===== config.mk =====
export PLATFORM = sky130hd
export DESIGN_NAME = ballot_unit
export DESIGN_NICKNAME = d
export VERILOG_FILES = /design/src/rtl/evm_pkg.sv /design/src/rtl/btn_debounce.sv /design/src/rtl/ballot_unit.sv
export SDC_FILE = /design/constraint.sdc
export NUM_CORES = 1
export LEC_CHECK = 0
export ABC_AREA = 1
export CAP_MARGIN = 20
export CORE_UTILIZATION = 49
export CTS_BUF_LIST = sky130_fd_sc_hd__clkbuf_4 sky130_fd_sc_hd__clkbuf_8
export CTS_CLUSTER_SIZE = 16
export DETAILED_ROUTE_END_ITERATION = 12
export GPL_TIMING_DRIVEN = 0
export MAX_ROUTING_LAYER = met4
export PLACE_DENSITY_LB_ADDON = 0.3
export SETUP_SLACK_MARGIN = 0.05
export SLEW_MARGIN = 20
export SYNTH_ARGS = -nofsm -noshare
export SYNTH_HDL_FRONTEND = slang
export SYNTH_SLANG_ARGS = --single-unit

===== constraint.sdc =====
create_clock -name clk -period 1.2 [get_ports clk]
set_input_delay 0.24 -clock clk [delete_from_list [all_inputs] [get_ports clk]]
set_output_delay 0.24 -clock clk [all_outputs]
set_load 0.02 [all_outputs]

===== src/rtl/evm_pkg.sv =====
// Shared EVM definitions: ballot_unit state encoding, candidate codes and pulse bundle.
package evm_pkg;

   typedef enum logic [2:0] {
      ST_OFF     = 3'd0,
      ST_ARMED   = 3'd1,
      ST_ENABLED = 3'd2,
      ST_RELEASE = 3'd3,
      ST_CLOSED  = 3'd4
   } ballot_state_e;

   localparam int unsigned N_CAND = 3;

   // Candidate codes shared with the EVM core's candidate_name field
   localparam logic [1:0] CAND_NONE = 2'b00;
   localparam logic [1:0] CAND_1    = 2'b01;
   localparam logic [1:0] CAND_2    = 2'b10;
   localparam logic [1:0] CAND_3    = 2'b11;

   typedef struct packed {
      logic              candidate_ready;
      logic [N_CAND-1:0] vote;
      logic              multi_press_err;
      logic              timeout_err;
   } ballot_pulse_t;

   // One-hot candidate vector {c3,c2,c1} to code; anything not one-hot maps to CAND_NONE
   function automatic logic [1:0] cand_code(input logic [N_CAND-1:0] onehot);
      case (onehot)
         3'b001:  return CAND_1;
         3'b010:  return CAND_2;
         3'b100:  return CAND_3;
         default: return CAND_NONE;
      endcase
   endfunction

   function automatic logic [N_CAND-1:0] cand_onehot(input logic [1:0] code);
      case (code)
         CAND_1:  return 3'b001;
         CAND_2:  return 3'b010;
         CAND_3:  return 3'b100;
         default: return 3'b000;
      endcase
   endfunction

   function automatic logic cand_multi(input logic [N_CAND-1:0] lvl);
      return (lvl[0] & lvl[1]) | (lvl[0] & lvl[2]) | (lvl[1] & lvl[2]);
   endfunction

endpackage


===== src/rtl/btn_debounce.sv =====
// Two-flop synchroniser followed by a counting debouncer; rise_o pulses with the
// cycle the debounced level goes high.
module btn_debounce #(
   parameter int unsigned DEBOUNCE_CYCLES = 8
) (
   input  logic clk,
   input  logic rst_n,
   input  logic btn_raw_i,
   output logic level_o,
   output logic rise_o
);

   localparam int unsigned CNT_W = (DEBOUNCE_CYCLES > 1) ? $clog2(DEBOUNCE_CYCLES) : 1;

   logic [1:0]       sync_q;
   logic             level_q, level_d;
   logic             rise_q, rise_d;
   logic [CNT_W-1:0] cnt_q, cnt_d;

   // Count consecutive disagreeing cycles; any agreement clears the count
   always_comb begin
      level_d = level_q;
      rise_d  = 1'b0;
      cnt_d   = '0;
      if (sync_q[1] != level_q) begin
         if (cnt_q == CNT_W'(DEBOUNCE_CYCLES - 1)) begin
            level_d = sync_q[1];
            rise_d  = sync_q[1];
         end else begin
            cnt_d = cnt_q + CNT_W'(1);
         end
      end
   end

   always_ff @(posedge clk or negedge rst_n) begin
      if (!rst_n) begin
         sync_q  <= '0;
         level_q <= 1'b0;
         rise_q  <= 1'b0;
         cnt_q   <= '0;
      end else begin
         sync_q  <= {sync_q[0], btn_raw_i};
         level_q <= level_d;
         rise_q  <= rise_d;
         cnt_q   <= cnt_d;
      end
   end

   assign level_o = level_q;
   assign rise_o  = rise_q;

endmodule


===== src/rtl/ballot_unit.sv =====
// Ballot control front-end of the EVM: debounces officer/voter buttons and issues
// ballot and vote pulses. Define BALLOT_TIMEOUT_EN to withdraw idle ballots.
module ballot_unit
   import evm_pkg::*;
#(
   parameter int unsigned DEBOUNCE_CYCLES = 8,
   parameter int unsigned TIMEOUT_CYCLES  = 255
) (
   input  logic clk,
   input  logic rst,
   input  logic switch_on_evm,
   input  logic btn_ready,
   input  logic btn_done,
   input  logic btn_c1,
   input  logic btn_c2,
   input  logic btn_c3,
   output logic candidate_ready,
   output logic vote_candidate_1,
   output logic vote_candidate_2,
   output logic vote_candidate_3,
   output logic voting_session_done,
   output logic ballot_active,
   output logic multi_press_err,
   output logic timeout_err
);

`ifdef BALLOT_TIMEOUT_EN
   localparam bit TMO_EN = 1'b1;
`else
   localparam bit TMO_EN = 1'b0;
`endif
   localparam int unsigned TMO_W = $clog2(TIMEOUT_CYCLES + 1);

   ballot_state_e     state_q, state_d;
   ballot_pulse_t     pulse_q, pulse_d;
   logic              done_q, active_q;
   logic              lock_q, lock_d;
   logic [TMO_W-1:0]  tmo_q, tmo_d;
   logic [1:0]        sw_sync_q;

   logic              ready_lvl, ready_rise, done_lvl, done_rise;
   logic [N_CAND-1:0] cand_lvl, cand_rise;
   logic [1:0]        rise_code_c;
   logic              tmo_hit_c;
   logic              unused_lvl;

   btn_debounce #(.DEBOUNCE_CYCLES(DEBOUNCE_CYCLES)) u_db_ready (
      .clk(clk), .rst_n(rst), .btn_raw_i(btn_ready), .level_o(ready_lvl), .rise_o(ready_rise));
   btn_debounce #(.DEBOUNCE_CYCLES(DEBOUNCE_CYCLES)) u_db_done (
      .clk(clk), .rst_n(rst), .btn_raw_i(btn_done), .level_o(done_lvl), .rise_o(done_rise));
   btn_debounce #(.DEBOUNCE_CYCLES(DEBOUNCE_CYCLES)) u_db_c1 (
      .clk(clk), .rst_n(rst), .btn_raw_i(btn_c1), .level_o(cand_lvl[0]), .rise_o(cand_rise[0]));
   btn_debounce #(.DEBOUNCE_CYCLES(DEBOUNCE_CYCLES)) u_db_c2 (
      .clk(clk), .rst_n(rst), .btn_raw_i(btn_c2), .level_o(cand_lvl[1]), .rise_o(cand_rise[1]));
   btn_debounce #(.DEBOUNCE_CYCLES(DEBOUNCE_CYCLES)) u_db_c3 (
      .clk(clk), .rst_n(rst), .btn_raw_i(btn_c3), .level_o(cand_lvl[2]), .rise_o(cand_rise[2]));

   // Officer buttons act on edges only
   assign unused_lvl  = &{1'b0, ready_lvl, done_lvl};
   assign rise_code_c = cand_code(cand_rise);
   assign tmo_hit_c   = TMO_EN && (tmo_q == TMO_W'(TIMEOUT_CYCLES - 1));

   always_comb begin
      state_d = state_q;
      pulse_d = '0;
      lock_d  = lock_q;
      tmo_d   = '0;
      unique case (state_q)
         ST_OFF: begin
            state_d = ST_ARMED;
         end
         ST_ARMED: begin
            if (done_rise) begin
               state_d = ST_CLOSED;
            end else if (ready_rise) begin
               state_d                 = ST_ENABLED;
               pulse_d.candidate_ready = 1'b1;
            end
         end
         ST_ENABLED: begin
            tmo_d = TMO_EN ? tmo_q + TMO_W'(1) : '0;
            // After a rejected multi-press, nothing counts until every candidate is released
            if (lock_q) begin
               if (cand_lvl == '0) lock_d = 1'b0;
            end else if (cand_multi(cand_lvl)) begin
               lock_d                  = 1'b1;
               pulse_d.multi_press_err = 1'b1;
            end else if (rise_code_c != CAND_NONE && cand_lvl == cand_rise) begin
               pulse_d.vote = cand_onehot(rise_code_c);
               state_d      = ST_RELEASE;
            end
            if (state_d == ST_ENABLED && tmo_hit_c) begin
               state_d             = ST_ARMED;
               pulse_d.timeout_err = 1'b1;
               lock_d              = 1'b0;
            end
         end
         ST_RELEASE: begin
            if (cand_lvl == '0) state_d = ST_ARMED;
         end
         ST_CLOSED: begin
            state_d = ST_CLOSED;
         end
         default: begin
            state_d = ST_OFF;
         end
      endcase
      // Power switch off overrides everything, including pulses about to issue
      if (!sw_sync_q[1]) begin
         state_d = ST_OFF;
         pulse_d = '0;
         lock_d  = 1'b0;
         tmo_d   = '0;
      end
   end

   always_ff @(posedge clk or negedge rst) begin
      if (!rst) begin
         state_q   <= ST_OFF;
         pulse_q   <= '0;
         done_q    <= 1'b0;
         active_q  <= 1'b0;
         lock_q    <= 1'b0;
         tmo_q     <= '0;
         sw_sync_q <= '0;
      end else begin
         state_q   <= state_d;
         pulse_q   <= pulse_d;
         done_q    <= (state_d == ST_CLOSED);
         active_q  <= (state_d == ST_ENABLED);
         lock_q    <= lock_d;
         tmo_q     <= tmo_d;
         sw_sync_q <= {sw_sync_q[0], switch_on_evm};
      end
   end

   assign candidate_ready     = pulse_q.candidate_ready;
   assign vote_candidate_1    = pulse_q.vote[0];
   assign vote_candidate_2    = pulse_q.vote[1];
   assign vote_candidate_3    = pulse_q.vote[2];
   assign multi_press_err     = pulse_q.multi_press_err;
   assign timeout_err         = pulse_q.timeout_err;
   assign voting_session_done = done_q;
   assign ballot_active       = active_q;

endmodule


==> impl_metrics.py <==
metrics = {
    "timing": {
        "setup_ws_ns": -0.0222,
        "hold_violations": 0,
        "fmax_ghz": 0.818,
        "finalSetupViolations": 1,
        "period_minus_slack_ns": 1.22,
        "clock_skew_ns": 0.00441,
        "rsz0062_at_grt": "true",
        "timing.final.crit_share_pct": 102,
        "slew_viol_final": 0,
        "setup_tns_ns": -0.0222,
    },
    "pwr": {
        "finalPower_mw": 4.07,
        "p_leak_nw": 1.14,
        "power.density_nw_per_um2": 1770,
        "peakVddDrop_v": 0.000971,
    },
    "job": {
        "maxCapViolCount": 0,
    },
    "synth": {
        "netlist_instances": 175,
        "synth.largest_area_cell": "dfrtp_1",
        "ys_seq_area_share_pct": 64.7,
        "synthTopCellsByArea": "dfrtp_1 (65%), ha_1 (6.7%), nand2_1 (5.5%), nor2_1 (5.1%), inv_1 (4.4%)",
        "yosysWarningCount": 0,
        "syn-num-nets": 193,
        "syn-mean-instance-area_sq_um": 10.6,
        "synth-seq-cells": 48,
        "netlist_area_sq_um": 1860,
        "synth_top_cell_area_share_pct": 64.7,
        "synth_cell_type_count": 19,
    },
    "floorplan": {
        "initial_utilization_pct": 53.5,
        "ioPinCount": 16,
        "core_area_sq_um": 3470,
        "die-area_sq_um": 4040,
        "die_y_um": 63.6,
        "rows": 21,
        "die_w_um": 63.6,
    },
    "outcome": {
        "violations": "setup timing",
        "outcome": "finished with violations",
    },
    "grt": {
        "grt_use_total_pct": 17.6,
        "grt_max_degree": 30,
        "antenna_found_initial": 0,
        "grt_pass1_wl_um": 5130,
        "grt_overflow": 0,
        "grt_pass1_vias": 1225,
    },
    "layout": {
        "layout-area-overhead-vs-synth_pct": 23.8,
        "layout-drive-gt1-share_pct": 32.0,
        "antenna-diode-count": 0,
        "fin_util_pct": 66.3,
        "stdcell_area_sq_um": 2300,
        "finalNonFillerCells": 252,
        "nets": 224,
    },
    "clocking": {
        "numCtsBuffers": 5,
        "cts_sinks": 48,
        "htreeDepth": 2,
        "cts_tree": "built",
        "clkLatencyLatePin_ns": 0.30,
        "root_buffer": "clkbuf_8",
        "clkTransAtPathRegs_ns": 0.09,
        "clk_path_buf_depth": 2,
    },
    "setup_path": {
        "path_class": "reg2reg",
        "start_kind": "flip-flop",
        "crit_required_ns": 1.43,
        "worstPathMaxFanout": 5,
        "endpoint_kind": "flip-flop",
        "cp.arrival_ns": 1.45,
    },
    "place": {
        "dp_hpwl_um": 1960,
        "dpl.cell_count": 236,
        "port_buffers": 14,
        "place.gp.congestion": 0.848,
        "placed_area_sq_um": 2070,
    },
    "route": {
        "drt_iter0_drc": 43,
        "dr.pass1.iters": 4,
        "drc_errors": 0,
        "totalWireLength_um": 3060,
        "viasPerCell": 4.93,
        "ant_nets": 0,
        "drt-wirelength-per-cell_um": 12.1,
        "vias": 1243,
    },
    "worst_hold_path": {
        "holdCritPathClass": "reg2reg",
    },
}
cells in the mapped netlist, drive strengths merged:
master,count
dfrtp,48
nand4,4
inv,26
buf,1
a211oi,1
nor4,1
o21ai,6
and3,2
o21bai,1
nand2,27
ha,10
nor3,5
nor2,28
nand3,9
conb,1
xnor2,5
worst paths after layout:
| kind | from | end | slack [ns] | cells past startpoint |
|---|---|---|---|---|
| setup / recovery | u_db_c1.level_o | state_q[0] | -0.02 | 7 |
| hold / removal | u_db_c2.sync_q[0] | u_db_c2.sync_q[1] | 0.35 | 0 |
| setup reg to reg | u_db_c1.level_o | state_q[0] | -0.02 | 7 |
| hold reg to reg | u_db_c2.sync_q[0] | u_db_c2.sync_q[1] | 0.35 | 0 |
| max in group asynchronous | rst | u_db_c3.level_o | 0.29 | 3 |
| min in group asynchronous | rst | ballot_active | 0.40 | 2 |
power by group:
group	internal [mW]	switching, mW	total (mW)	leakage (nW)
Combinational	0.486	0.543	1.03	0.481
Sequential	1.91	0.211	2.12	0.620
Clock	0.395	0.526	0.921	0.0400
Total	2.79	1.28	4.07	1.14
area by class of cell:
cell class,instances,area (sq um)
timing repair buffer,24,190
clock inverter,2,12.5
sequential,48,1210
fill,259,1170
multi-input combinational,100,658
clock buffer,5,68.8
tap,46,57.6
buffer,1,7.51
inverter,26,97.6
stage by stage:
stage	hold WS, ns	setup WS, ns
floorplan	-0.0556	0.133
global placement	0.331	-1.28
detailed placement	0.207	-0.0137
CTS	0.354	0.0281
global route	0.351	-0.0811
finish	0.353	-0.0222
layout by cell type (no fill, tap or decap), types with 2 or more instances in the layout:
cell              n
and3_1            2
buf_2             8
buf_4             9
clkbuf_8          5
clkdlybuf4s50_1   6
dfrtp_1          44
dfrtp_2           4
ha_1              4
ha_2              6
inv_1            17
inv_2             9
nand2_1          22
nand2_2           5
nand3_1           6
nand3_2           2
nand4_1           4
nor2_1           21
nor2_2            5
nor2_4            2
nor3_2            4
o21ai_0           6
xnor2_1           2
xnor2_2           3
worst max-delay path, cell delays in order (launching register included):
cell and delay, ns:
dfrtp_2 0.46, nand2_2 0.10, nand3_4 0.09, nor2_4 0.14, nand2_2 0.08, nor2_4 0.12, nor2_1 0.05, nor2_1 0.11
flip-flops by register name, summed over array words and instances, names as in the netlist, 2 cells and up:
signal / count
u_db_c2.sync_q: 2
u_db_c3.sync_q: 2
u_db_c3.cnt_q: 3
u_db_c1.cnt_q: 3
state_q: 3
u_db_c1.sync_q: 2
u_db_ready.cnt_q: 3
u_db_done.sync_q: 2
u_db_ready.sync_q: 2
sw_sync_q: 2
u_db_c2.cnt_q: 3
u_db_done.cnt_q: 3
layer usage:
layer	wire (um)	global-route usage [%]	up-vias
li1	-	-	606
met1	1290	19.2	592
met2	1550	28.3	37
met3	143	5.98	8
met4	74	9.09	0
met5	0	-	-
logic make-up after synthesis:
group | synth area share, %
adders and majority gates | 6.74
and+or+nand+nor | 17.9
AOI/OAI and AO/OA | 2.43
other | 0.202
buffers and inverters | 5.66
DFF | 64.7
xor gates and xnor gates | 2.36
what timing repair did:
item / 4_1_cts / 5_1_grt
endpoints found under the setup margin: 12 / 18
hold buffers: 1 / 0
buffers inserted: 5 / 3
pin swaps: 2 / 4
hold endpoints to repair: 19 / 0
cloned: 0 / 0
resized for setup: 37 / 27
Note: power is estimated with default switching activity, not from simulation.
